<file path="config.mk">
export PLATFORM = sky130hd
export DESIGN_NAME = arb_word_packer_flat
export DESIGN_NICKNAME = d
export VERILOG_FILES = /design/src/rtl/arb_pkg.sv /design/src/rtl/arb_word_packer_if.sv /design/src/rtl/word_queue.sv /design/src/rtl/arb_word_packer.sv /design/src/flat_wrapper.sv
export SDC_FILE = /design/constraint.sdc
export NUM_CORES = 1
export LEC_CHECK = 0
export ABC_AREA = 1
export ABC_CLOCK_PERIOD_IN_PS = 6280
export CAP_MARGIN = 20
export CELL_PAD_IN_SITES_DETAIL_PLACEMENT = 1
export CELL_PAD_IN_SITES_GLOBAL_PLACEMENT = 1
export CORE_UTILIZATION = 46
export DETAILED_ROUTE_END_ITERATION = 10
export HOLD_SLACK_MARGIN = 0.08
export PLACE_DENSITY_LB_ADDON = 0.1
export SKIP_CTS_REPAIR_TIMING = 1
export SYNTH_ARGS = -nofsm -noshare
export SYNTH_HDL_FRONTEND = slang
export SYNTH_HIERARCHICAL = 1
export SYNTH_SLANG_ARGS = --single-unit
export TNS_END_PERCENT = 20
</file>
<file path="constraint.sdc">
create_clock -name clk -period 6.28 [get_ports clk]
set_input_delay 1.256 -clock clk [delete_from_list [all_inputs] [get_ports clk]]
set_output_delay 1.256 -clock clk [all_outputs]
set_load 0.05 [all_outputs]
</file>
<file path="src/rtl/arb_pkg.sv">
// Shared types and widths for the arbiter byte-to-word packer.
package arb_pkg;

  localparam int BYTE_W     = 8;
  localparam int WORD_BYTES = 4;
  localparam int LEN_W      = 3;
  localparam int WORD_W     = BYTE_W * WORD_BYTES;

  // One queued word: number of valid bytes plus little-endian data.
  typedef struct packed {
    logic [LEN_W-1:0]  len;
    logic [WORD_W-1:0] data;
  } word_entry_t;

  // Assembly state: EMPTY means no partial bytes are held.
  typedef enum logic {
    EMPTY,
    FILL
  } asm_state_t;

endpackage

</file>
<file path="src/rtl/arb_word_packer_if.sv">
// Byte input, word output handshake and drop status of the word packer.
interface arb_word_packer_if;

  logic [arb_pkg::BYTE_W-1:0] din;
  logic                       din_valid;
  logic                       flush;
  logic [arb_pkg::WORD_W-1:0] word_out;
  logic [arb_pkg::LEN_W-1:0]  word_len;
  logic                       word_valid;
  logic                       word_ready;
  logic                       overflow;
  logic [7:0]                 drop_cnt;

  // The packer itself.
  modport slave (
    input  din, din_valid, flush, word_ready,
    output word_out, word_len, word_valid, overflow, drop_cnt
  );

  // The producer/consumer around the packer.
  modport master (
    output din, din_valid, flush, word_ready,
    input  word_out, word_len, word_valid, overflow, drop_cnt
  );

endinterface

</file>
<file path="src/rtl/word_queue.sv">
// Small synchronous FIFO of word entries. A push into a full queue only
// lands when a pop frees the head slot on the same edge; otherwise it is
// ignored and the stored entries are left untouched.
module word_queue
  import arb_pkg::*;
#(
  parameter int DEPTH = 2
) (
  input  logic        clk,
  input  logic        rst_n,
  input  logic        push,
  input  word_entry_t push_data,
  input  logic        pop,
  output word_entry_t head,
  output logic        full,
  output logic        empty
);

  localparam int AW = (DEPTH < 2) ? 1 : $clog2(DEPTH);
  localparam int PW = AW + 1;

  word_entry_t   mem [DEPTH];
  logic [PW-1:0] wr_ptr;
  logic [PW-1:0] rd_ptr;
  logic          do_push;
  logic          do_pop;

  assign empty   = (wr_ptr == rd_ptr);
  assign full    = ((wr_ptr - rd_ptr) == PW'(DEPTH));
  assign do_pop  = pop && !empty;
  assign do_push = push && (!full || do_pop);
  assign head    = mem[rd_ptr[AW-1:0]];

  // Storage and pointers; reset clears contents so the head reads zero.
  always_ff @(posedge clk or negedge rst_n) begin
    if (!rst_n) begin
      wr_ptr <= '0;
      rd_ptr <= '0;
      for (int i = 0; i < DEPTH; i++) begin
        mem[i] <= '0;
      end
    end else begin
      if (do_push) begin
        mem[wr_ptr[AW-1:0]] <= push_data;
        wr_ptr              <= wr_ptr + PW'(1);
      end
      if (do_pop) begin
        rd_ptr <= rd_ptr + PW'(1);
      end
    end
  end

endmodule

</file>
<file path="src/rtl/arb_word_packer.sv">
// Packs the arbiter's byte stream into 32-bit little-endian words, flushing
// partial words on idle timeout or request, and queues them for a consumer.
// The byte source cannot be stalled, so words that find the queue full are
// dropped and counted.
module arb_word_packer
  import arb_pkg::*;
#(
  parameter int TIMEOUT = 8,
  parameter int DEPTH   = 2
) (
  input logic              clk,
  input logic              rst_n,
  arb_word_packer_if.slave bus
);

  localparam int IDLE_W = (TIMEOUT < 2) ? 1 : $clog2(TIMEOUT);

  asm_state_t        state;
  logic [WORD_W-1:0] asm_data;
  logic [1:0]        asm_cnt;
  logic [IDLE_W-1:0] idle_cnt;
  logic [WORD_W-1:0] next_data;
  logic [LEN_W-1:0]  next_len;
  logic              timeout;
  logic              push;
  word_entry_t       push_entry;
  word_entry_t       head;
  logic              q_full;
  logic              q_empty;
  logic              drop;
  logic              overflow;
  logic [7:0]        drop_cnt;

  // Merge the incoming byte into its lane and decide whether a word leaves.
  always_comb begin
    next_data = asm_data;
    for (int i = 0; i < WORD_BYTES; i++) begin
      if (bus.din_valid && (asm_cnt == 2'(i))) begin
        next_data[i*BYTE_W +: BYTE_W] = bus.din;
      end
    end
    next_len        = LEN_W'(asm_cnt) + LEN_W'(bus.din_valid);
    timeout         = (state == FILL) && !bus.din_valid &&
                      (idle_cnt == IDLE_W'(TIMEOUT - 1));
    push            = (next_len == LEN_W'(WORD_BYTES)) ||
                      (bus.flush && (next_len != '0)) || timeout;
    push_entry.len  = next_len;
    push_entry.data = next_data;
  end

  // Assembly FSM; unused lanes are kept zero so flushed words need no masking.
  always_ff @(posedge clk or negedge rst_n) begin
    if (!rst_n) begin
      state    <= EMPTY;
      asm_data <= '0;
      asm_cnt  <= '0;
      idle_cnt <= '0;
    end else if (push) begin
      state    <= EMPTY;
      asm_data <= '0;
      asm_cnt  <= '0;
      idle_cnt <= '0;
    end else if (bus.din_valid) begin
      state    <= FILL;
      asm_data <= next_data;
      asm_cnt  <= asm_cnt + 2'd1;
      idle_cnt <= '0;
    end else if (state == FILL) begin
      idle_cnt <= idle_cnt + IDLE_W'(1);
    end else begin
      idle_cnt <= '0;
    end
  end

  word_queue #(
    .DEPTH(DEPTH)
  ) u_queue (
    .clk      (clk),
    .rst_n    (rst_n),
    .push     (push),
    .push_data(push_entry),
    .pop      (bus.word_ready),
    .head     (head),
    .full     (q_full),
    .empty    (q_empty)
  );

  // A push is lost only when the queue is full and nothing pops this edge.
  assign drop = push && q_full && !(bus.word_ready && !q_empty);

  // Sticky overflow flag and saturating drop counter.
  always_ff @(posedge clk or negedge rst_n) begin
    if (!rst_n) begin
      overflow <= 1'b0;
      drop_cnt <= '0;
    end else if (drop) begin
      overflow <= 1'b1;
      if (drop_cnt != 8'hFF) begin
        drop_cnt <= drop_cnt + 8'd1;
      end
    end
  end

  assign bus.word_out   = head.data;
  assign bus.word_len   = head.len;
  assign bus.word_valid = !q_empty;
  assign bus.overflow   = overflow;
  assign bus.drop_cnt   = drop_cnt;

endmodule

</file>
<file path="src/flat_wrapper.sv">
// flat-port wrapper written by rule: the top's interface ports become plain ports
module arb_word_packer_flat import arb_pkg::*;
#(
  parameter int TIMEOUT = 8,
  parameter int DEPTH   = 2
)
  (clk, rst_n, bus_din, bus_din_valid, bus_flush, bus_word_ready, bus_word_out, bus_word_len, bus_word_valid, bus_overflow, bus_drop_cnt);
  arb_word_packer_if bus_i ();
  input logic clk;
  input logic rst_n;
  input wire logic [$bits(bus_i.din)-1:0] bus_din;
  input wire logic [$bits(bus_i.din_valid)-1:0] bus_din_valid;
  input wire logic [$bits(bus_i.flush)-1:0] bus_flush;
  input wire logic [$bits(bus_i.word_ready)-1:0] bus_word_ready;
  output wire logic [$bits(bus_i.word_out)-1:0] bus_word_out;
  output wire logic [$bits(bus_i.word_len)-1:0] bus_word_len;
  output wire logic [$bits(bus_i.word_valid)-1:0] bus_word_valid;
  output wire logic [$bits(bus_i.overflow)-1:0] bus_overflow;
  output wire logic [$bits(bus_i.drop_cnt)-1:0] bus_drop_cnt;
  assign bus_i.din = bus_din;
  assign bus_i.din_valid = bus_din_valid;
  assign bus_i.flush = bus_flush;
  assign bus_i.word_ready = bus_word_ready;
  assign bus_word_out = bus_i.word_out;
  assign bus_word_len = bus_i.word_len;
  assign bus_word_valid = bus_i.word_valid;
  assign bus_overflow = bus_i.overflow;
  assign bus_drop_cnt = bus_i.drop_cnt;
  arb_word_packer #(.TIMEOUT(TIMEOUT), .DEPTH(DEPTH)) u_core (.clk(clk), .rst_n(rst_n), .bus(bus_i));
endmodule
</file>
==> results.rst <==
.. list-table::
   :header-rows: 1

   * - Metric
     - Value
   * - Number of warnings issued by yosys
     - 6
   * - Mean Syn Cell Area
     - 7.82 um2
   * - Hold Violations, Final
     - 0
   * - Clock-pin slew of the registers on the worst-case setup and hold paths
     - approximately 50 ps
   * - Worst Hold Slack
     - roughly 430 ps
   * - Sink count of the clock tree
     - 121
   * - Headroom to the max-slew limit
     - a little over a third
   * - CTS max path bufs
     - 2
   * - Critical path launch point type
     - input port
   * - Nets
     - 813
   * - Synthesized instance count
     - 753
   * - Total count of max-transition violations in the final report
     - 0
   * - Site row count
     - 40
   * - Initial core utilization
     - between 40% and 50%
   * - Clock insertion delay at the later pin of the skew report
     - ~420 ps
   * - Share of layout cells above drive strength 1
     - 6.47%
   * - Final wirelength
     - around 16000 um
   * - CTS buffer count
     - 17
   * - Via count of the first global-routing pass
     - between 5000 and 6000
   * - Final period utilization
     - between 60% and 70%
   * - Maximum fanout along the worst path
     - 91
   * - Share of async-settable or async-resettable flops after synthesis
     - 100%
   * - Port Buffer Count
     - 57
   * - Placed Cells
     - between 900 and 1000
   * - Post-Syn Nets
     - 775
   * - Hold depth
     - 1
   * - Count of boundary I/O pins
     - between 50 and 60
   * - Final std cells w/o fill
     - 972
   * - Sequential element share of the synthesized area
     - between 50% and 60%
   * - DRC errors left
     - 0
   * - Initial drt markers
     - 270
   * - Clk Tree Root Cell
     - clkbuf_16
   * - Worst setup path class
     - input port to flop
   * - Length in cells of the worst reg-to-reg path
     - 7
   * - Lkg Pwr
     - between 3 and 4 nW
   * - Setup repair after global routing missed its margin
     - false
   * - Count of nets left with antenna violations after detail routing
     - 0
   * - Fraction of synthesized cell area taken by the top area cell type
     - approximately half
   * - Horizontal extent of the die
     - between 100 and 150 um
   * - Combined global-route utilization of all metal layers
     - 26.7%
   * - Post-detailed-route wirelength per cell
     - 16.4 um
   * - Clock Skews
     - around 5.2 ps
   * - Power per Cell Area
     - just under 600 nW/um2
   * - Synth Cell Area
     - between 5000 and 6000 um2
   * - Height of the die
     - 115 um
   * - Leading post-synthesis cells by cell area
     - dfrtp_1 (51%), nand2_1 (21%), nand4_1 (7.9%)
   * - Tmin final
     - between 4000 and 5000 ps
   * - Number of iterations in the first detailed-routing pass
     - 4
   * - Wire length of the first global-routing pass
     - 27000 um
   * - DPL Wire Length
     - ~9700 um
   * - Number of synthesized register bits
     - 121
   * - Reported max-cap violation count
     - 0
   * - Highest ir drop seen on vdd
     - between 0.4 and 0.5 mV
   * - Required time of the critical path
     - roughly 6600 ps
   * - Floorplan die area
     - 13300 um2
   * - Result of the run
     - finished, final reports clean
   * - Synth cell types
     - 24
   * - Ratio of routed vias to standard cells
     - roughly 5.3
   * - CP arrival
     - 4440 ps
   * - Overflow after GRT
     - 0
   * - CTS H-Tree Depth
     - 4
   * - Placer Congestion
     - 0.804
   * - CP endpoint kind
     - flop
   * - Core area
     - between 10000 and 15000 um2
   * - Overall Power
     - 0.00411 W
   * - Accumulated negative setup slack
     - 0 ps
   * - TritonCTS clock tree
     - yes
   * - Final antenna diode count
     - 0
   * - Layout-stage area growth over the synthesis result
     - 21.0%
   * - Total via count after detailed routing
     - 5112
   * - Most instantiated flip-flop cell in the synthesis netlist
     - dfrtp_1
   * - Antenna violations before repair
     - 0
   * - Hold Path Class
     - flop to flop
   * - Worst-margin pin slew
     - about 950 ps
   * - Number of enable flip-flop cells after synthesis
     - 0
   * - Maximum achievable frequency
     - between 200 and 250 MHz
   * - Number of setup violations in the final report
     - 0
   * - Largest net degree at the start of global routing
     - a little over 90
   * - Cell type contributing the most total cell area after synthesis
     - dfrtp_1
stage by stage:
| step | area, um2 | worst slack, ps | util, % |
|---|---|---|---|
| 6_report | 7120 | 2140 | 58.1 |
| 5_1_grt | 7120 | 1860 | 58.1 |
| 4_1_cts | 7090 | 2170 | 57.8 |
| 3_5_place_dp | 6480 | 1760 | 52.8 |
| 3_3_place_gp | 6480 | 1970 | 52.8 |
| 2_1_floorplan | 5890 | 3130 | - |
report_power, final:
group | internal, W | switching, W
Clock | 0.000673 | 0.000343
Sequential | 0.00107 | 0.000161
Combinational | 0.000514 | 0.00135
critical path, cell delays in order:
cell,delay [ps]
clkdlybuf4s50_1,590
ha_1,310
ha_1,340
o21ai_0,210
nand3_4,270
buf_4,790
nand3_2,380
nand2_1,180
nand2_1,70
cell usage after synthesis, types with 5 or more instances:
| master | n |
|---|---|
| ha_1 | 9 |
| o21ai_2 | 6 |
| clkbuf_1 | 22 |
| nand2_1 | 332 |
| nand4_1 | 74 |
| buf_2 | 10 |
| dfrtp_1 | 121 |
| buf_4 | 5 |
| nand3_1 | 6 |
| o21ai_0 | 34 |
| buf_6 | 5 |
| inv_1 | 69 |
| nor2_1 | 42 |
final timing paths:
check                                    startpoint                     end  slack, ps
min in group asynchronous                     rst_n  u_core/u_queue/mem[12]        780
setup reg to reg           u_core/u_queue/wr_ptr[0]  u_core/u_queue/mem[58]       3040
setup / recovery                      bus_din_valid  u_core/bus.drop_cnt[0]       2140
hold / removal                   u_core/idle_cnt[0]      u_core/idle_cnt[0]        430
max in group asynchronous                     rst_n            u_core/state       4640
hold reg to reg                  u_core/idle_cnt[0]      u_core/idle_cnt[0]        430
cells by family (layout without fill, tap and decap cells):
family | Yosys count | count (layout) | share of synthesized area, %
AOI/OAI and AO/OA | 42 | 42 | 4.00
xor gates and xnor gates | 3 | 3 | 0.446
adders and majority gates | 9 | 9 | 1.91
buffers and inverters | 115 | 166 | 8.50
DFF | 121 | 121 | 51.4
and+or+nand+nor | 463 | 463 | 33.7
registers in the layout, summed over array words and instances, names as in the netlist:
name	count
u_core/u_queue/rd_ptr	2
u_core/u_queue/wr_ptr	2
u_core/asm_data	32
u_core/bus.overflow	1
u_core/bus.drop_cnt	8
u_core/state	1
u_core/idle_cnt	3
u_core/u_queue/mem	70
u_core/asm_cnt	2
routing by layer:
metal,GRT usage (%),vias up,part of all wire (%)
met5,0,-,0
li1,-,2457,-
met2,45.7,82,51
met3,4.96,23,3.3
met4,10.7,0,2.1
met1,33.3,2550,44
final cells by class:
class / instances / area (um2)
multi-input cells: 517 / 2370
flip-flops and latches: 121 / 3030
well taps: 168 / 210
clock buffers: 24 / 502
repair buffers: 63 / 633
fillers: 1509 / 5140
inverters: 71 / 267
clock inverters: 8 / 115
cells in the final DEF, fill, tap and decap left out:
cell type        Yosys  routed
nand3_1              6       6
nor3_1               1       1
dfrtp_1            121     121
clkbuf_1            22       2
o21ai_0             34      34
buf_16               0       1
nand4_1             74      74
clkbuf_16            0      17
clkdlybuf4s50_1      0      56
xnor2_1              3       3
clkbuf_8             0       5
ha_1                 9       9
a21oi_1              1       1
inv_1               69      69
bufinv_16            0       3
inv_2                2       2
o21ai_2              6       6
nand2_1            332     332
nor2_4               1       1
buf_4                5       6
a21boi_1             1       1
nand3_2              4       3
nor2_1              42      42
nand3_4              1       2
nand2_2              1       1
nand3b_1             1       1
clkinv_2             0       5
(Power assumes the default switching activity.)
